<file path="src/rtl/ws2812_multi_fader.sv">
// Scrolling colour fader for a WS2812 strip: random milestones are linearly
// interpolated across the LEDs and scaled by a global brightness.
module ws2812_multi_fader #(
  parameter int LEDS           = 32,
  parameter int CHANNELS       = 3,
  parameter int INTERPOLATIONS = 8,
  parameter int HOLDOFF_TIME   = 800000
) (
  input  logic                    clk,
  input  logic                    rst_n,
  input  logic [5*CHANNELS-1:0]   random,
  input  logic                    data_request,
  input  logic [7:0]              brightness,
  input  logic                    reverse,
  input  logic                    pause,
  output logic                    trigger,
  output logic [7:0]              color_now,
  output logic                    frame_done
);

  localparam int MILESTONES = (LEDS + INTERPOLATIONS - 2) / INTERPOLATIONS + 2;
  localparam int LOG2I      = $clog2(INTERPOLATIONS);
  localparam int LW         = (LEDS > 1) ? $clog2(LEDS) : 1;
  localparam int CW         = (CHANNELS > 1) ? $clog2(CHANNELS) : 1;
  localparam int JW         = $clog2(MILESTONES);
  localparam int PW         = $clog2(LEDS + INTERPOLATIONS);
  localparam int SW         = 9 + LOG2I;
  localparam int CTW        = $clog2(HOLDOFF_TIME + 1);

  typedef enum logic {SEND = 1'b0, HOLDOFF = 1'b1} state_e;

  state_e                                 state_q, state_d;
  logic [MILESTONES-1:0][CHANNELS-1:0][7:0] m_q, m_d;
  logic [LOG2I-1:0]                       start_q, start_d;
  logic [LW-1:0]                          led_q, led_d;
  logic [CW-1:0]                          ch_q, ch_d;
  logic                                   rev_q, rev_d;
  logic [CTW-1:0]                         cnt_q, cnt_d;
  logic                                   fd_q, fd_d;

  logic              first_byte, rev_eff;
  logic [PW-1:0]     idx_w, p_w;
  logic [JW-1:0]     j_w, jn_w;
  logic [LOG2I-1:0]  k_w;
  logic [7:0]        raw_w;

  always_ff @(posedge clk or negedge rst_n) begin
    if (!rst_n) begin
      state_q <= SEND;
      m_q     <= '0;
      start_q <= '0;
      led_q   <= '0;
      ch_q    <= '0;
      rev_q   <= 1'b0;
      cnt_q   <= '0;
      fd_q    <= 1'b0;
    end else begin
      state_q <= state_d;
      m_q     <= m_d;
      start_q <= start_d;
      led_q   <= led_d;
      ch_q    <= ch_d;
      rev_q   <= rev_d;
      cnt_q   <= cnt_d;
      fd_q    <= fd_d;
    end
  end

  // The first byte of a frame already reflects the live reverse input, so the
  // value latched with it and the byte sent always agree.
  assign first_byte = (state_q == SEND) && (led_q == '0) && (ch_q == '0);
  assign rev_eff    = first_byte ? reverse : rev_q;

  assign idx_w = rev_eff ? (PW'(LEDS - 1) - PW'(led_q)) : PW'(led_q);
  assign p_w   = PW'(start_q) + idx_w;
  assign j_w   = JW'(p_w >> LOG2I);
  assign jn_w  = j_w + JW'(1);
  assign k_w   = p_w[LOG2I-1:0];

  assign raw_w = 8'(((SW'(m_q[j_w][ch_q]) * (SW'(INTERPOLATIONS) - SW'(k_w)))
                   + (SW'(m_q[jn_w][ch_q]) * SW'(k_w))) >> LOG2I);

  assign color_now  = 8'((17'(raw_w) * (17'(brightness) + 17'd1)) >> 8);
  assign trigger    = (state_q == SEND);
  assign frame_done = fd_q;

  always_comb begin
    state_d = state_q;
    m_d     = m_q;
    start_d = start_q;
    led_d   = led_q;
    ch_d    = ch_q;
    rev_d   = rev_q;
    cnt_d   = cnt_q;
    fd_d    = 1'b0;
    case (state_q)
      SEND: begin
        if (first_byte) rev_d = reverse;
        if (data_request) begin
          if (ch_q == CW'(CHANNELS - 1)) begin
            ch_d = '0;
            if (led_q == LW'(LEDS - 1)) begin
              fd_d    = 1'b1;
              state_d = HOLDOFF;
              cnt_d   = CTW'(HOLDOFF_TIME);
              led_d   = '0;
              if (!pause) begin
                if (start_q != '0) begin
                  start_d = start_q - LOG2I'(1);
                end else begin
                  // Scroll by one milestone; the newest enters at index 0.
                  for (int i = MILESTONES - 1; i > 0; i--) m_d[i] = m_q[i-1];
                  for (int c = 0; c < CHANNELS; c++)
                    m_d[0][c] = {random[5*c +: 5], 3'b000};
                  start_d = LOG2I'(INTERPOLATIONS - 1);
                end
              end
            end else begin
              led_d = led_q + LW'(1);
            end
          end else begin
            ch_d = ch_q + CW'(1);
          end
        end
      end
      HOLDOFF: begin
        cnt_d = cnt_q - CTW'(1);
        if (cnt_q == CTW'(1)) state_d = SEND;
      end
      default: state_d = SEND;
    endcase
  end

endmodule
</file>
<file path="config.mk">
export PLATFORM = sky130hd
export DESIGN_NAME = ws2812_multi_fader
export DESIGN_NICKNAME = d
export VERILOG_FILES = /design/src/rtl/ws2812_multi_fader.sv
export SDC_FILE = /design/constraint.sdc
export NUM_CORES = 1
export LEC_CHECK = 0
export CAP_MARGIN = 10
export CORE_UTILIZATION = 57
export CTS_CLUSTER_DIAMETER = 150
export DETAILED_ROUTE_END_ITERATION = 7
export PLACE_DENSITY = 0.9
export SYNTH_ARGS = -nofsm -noshare
export SYNTH_HDL_FRONTEND = slang
export SYNTH_SLANG_ARGS = --single-unit
</file>
<file path="constraint.sdc">
create_clock -name clk -period 19.3 [get_ports clk]
set_clock_uncertainty 0.1 [all_clocks]
set_input_delay 3.86 -clock clk [delete_from_list [all_inputs] [get_ports clk]]
set_output_delay 3.86 -clock clk [all_outputs]
set_load 0.005 [all_outputs]
</file>
==> impl_metrics.toml <==
[yosys]
synth_ff_type = "dfrtp_1"
yosys-top-cells-area = "dfrtp_1 (30%), fa_1 (12%), mux2_2 (10%), ha_1 (7.9%), nand2_1 (3.9%)"
ys_warn_count = 0
yosysUniqueCellTypes = 76
async_reset_ff_frac = 1.000
netlist.area_leader.share = 0.2999
synth_edf_count = 0
yosysSeqAreaShare = 0.2999
syn_inst = 1051
yosysTopAreaCell = "dfrtp_1"
yosys_register_bits = 123
synth_area_mm2 = 0.01026
syn-num-nets = 1204
synth_area_per_cell_um2 = 9.766

[sta]
finalSetupViolCount = 0
finalHoldViolCount = 0
period_share = 0.9840
slew_violations = 0
worstMarginPinSlew_ns = 1.033
fin_crit_ns = 18.99
slew_headroom = 0.3112
fmax_ghz = 0.05266

[routing]
drt_iter0_drc = 1055
vias_per_cell = 6.389
firstDrtPassIters = 6
route.detailed.drc = 0
avgRoutedWirePerCell_um = 20.15
num_vias = 8932
ant_nets = 0
routed_wl_um = 28170

[clock_network]
insertion_delay_ns = 0.43
clkSlewWorstSetupHoldPaths_ns = 0.06
cts_root_buf = "clkbuf_16"
htreeDepth = 4
cts_tree = "yes"
cts.path.max_buffers = 2
cts.sinks = 123
numCtsBuffers = 17

[worst_setup_path]
path_buf_inv = 8
crit_path_max_fanout = 6
crit_slowest_cell = "fa_1"
critical_path.most_common_cell = "fa_1"
cp-start-kind = "input pin"
crit_arrival_ns = 15.03
cp_top_family = "adder cells"
worstSetupPathType = "in -> out"
max_stage_delay_ns = 0.53
crit_required_ns = 15.34
critPathCaptureType = "primary output"

[final_layout]
drive_above_1_share = 0.2600
syn2layout_area_growth_pct = 20.44
regArea_mm2 = 0.003078
final_core_util = 0.7098
antenna_cells = 0
nNetsFinal = 1314
multi_input_area_mm2 = 0.006932
n_fill_cell = 1155

[flow_run]
maxCapViolations = 0

[floorplanning]
dieHeight_um = 136.2
dieArea_mm2 = 0.01855
core_mm2 = 0.01742
pin_count = 38
initial_core_util = 0.5893
die_width_um = 136.2
row_count = 48

[global_routing]
grt_use_total = 0.3149
grt_pass1_wl_um = 45110
grt_pass1_vias = 9124
globalRouteOverflowTotal = 0
grt_max_degree = 82
antenna_found_initial = 0

[outcome]
status = "finished clean"

[worst_hold_path]
hp-class = "reg -> reg"

[placed_design]
gp_congestion = 0.9507
port_buffers = 37
dp_hpwl_um = 18510
[cell type report]
cell class	count	area share
clock inverter	13	0.007591
sequential	123	0.2490
multi-input combinational	775	0.5607
timing repair buffer	133	0.09049
tap	225	0.02277
inverter	111	0.03391
clock buffer	18	0.03553
[placed cells by master (no fill, tap or decap), types with 9 or more instances in the layout]
| cell type | Yosys | final |
|---|---|---|
| mux4_2 | 15 | 15 |
| ha_1 | 65 | 58 |
| and2_1 | 31 | 29 |
| xor2_1 | 12 | 12 |
| nand3_1 | 38 | 36 |
| and3_1 | 15 | 15 |
| nor3_1 | 14 | 14 |
| mux2_2 | 91 | 91 |
| dfrtp_1 | 123 | 123 |
| o21ai_0 | 32 | 29 |
| clkbuf_16 | 0 | 17 |
| nand2b_1 | 10 | 9 |
| xnor2_1 | 26 | 23 |
| inv_1 | 106 | 104 |
| clkdlybuf4s50_1 | 0 | 31 |
| buf_4 | 2 | 91 |
| fa_1 | 60 | 58 |
| nor2_1 | 82 | 78 |
| nor2b_1 | 16 | 15 |
| o21ai_1 | 7 | 9 |
| a21oi_1 | 35 | 28 |
| nand2_1 | 108 | 108 |
[kinds of logic after synthesis]
group           share of synthesized area
xor+xnor                          0.03560
mux                                0.1376
fa+ha+maj                          0.1963
simple gates                       0.1647
buf+inv                           0.05973
flops                              0.2999
compound gates                     0.1062
[final timing paths]
| check | startpoint | endpoint | slack [ns] | depth (start not counted) |
|---|---|---|---|---|
| max in group asynchronous | rst_n | m_q[135]$_DFFE_PN0P_ | 14.36 | 2 |
| worst min register to register | cnt_q[12]$_DFFE_PN0P_ | cnt_q[12]$_DFFE_PN0P_ | 0.38 | 1 |
| worst min-delay path | cnt_q[12]$_DFFE_PN0P_ | cnt_q[12]$_DFFE_PN0P_ | 0.38 | 1 |
| min in group asynchronous | rst_n | m_q[51]$_DFFE_PN0P_ | 3.35 | 1 |
| worst max register to register | ch_q[1]$_DFFE_PN0P_ | m_q[133]$_DFFE_PN0P_ | 15.29 | 6 |
| worst max-delay path | reverse | color_now[7] | 0.31 | 48 |
[registers in the layout (all words and copies together) (netlist names)]
name        count
ch_q            2
cnt_q          20
frame_done      1
led_q           5
m_q            90
rev_q           1
start_q         3
state_q         1
[synth_stat cells, types with 5 or more instances]
master / number
dfrtp_1: 123
nand2_1: 108
inv_1: 106
mux2_2: 91
nor2_1: 82
ha_1: 65
fa_1: 60
nand3_1: 38
a21oi_1: 35
o21ai_0: 32
and2_1: 31
clkbuf_1: 29
xnor2_1: 26
nor2b_1: 16
and3_1: 15
mux4_2: 15
nor3_1: 14
xor2_1: 12
nand2b_1: 10
o31ai_1: 10
a221oi_1: 7
o21ai_1: 7
o32a_1: 6
a31oi_1: 5
buf_2: 5
mux2i_1: 5
[metrics by stage]
stage	TNS [ns]	setup WS, ns	std cells	instance area [um^2]	hold slack (ns)
3_3_place_gp	-0.7654	-0.4390	1357	11430	0.3568
3_5_place_dp	-2.147	-0.7937	1357	11430	0.3742
5_1_grt	-0.05789	-0.05789	1398	12360	0.3961
2_1_floorplan	0	0.02078	1051	10340	0.3449
4_1_cts	-0.005148	-0.005148	1396	12190	0.3785
6_report	0	0.3094	1398	12360	0.3792
[what timing repair did]
item	4_1_cts	5_1_grt
buffers inserted	8	2
pin swaps	34	40
hold endpoints to repair	0	0
setup endpoints to repair	6	8
gates cloned	0	0
gates resized for setup	44	25
hold buffers	0	0
[per-layer routing]
metal / routed length, um / vias up / GRT usage
li1: - / 3856 / -
met1: 10420 / 4322 / 0.3758
met2: 14030 / 599 / 0.5386
met3: 2227 / 155 / 0.05108
met4: 1486 / 0 / 0.1796
met5: 0 / - / 0
Power is left out: the tool's default activity adds up to more than one toggle a clock period on the data nets, which glitch-free logic cannot reach.
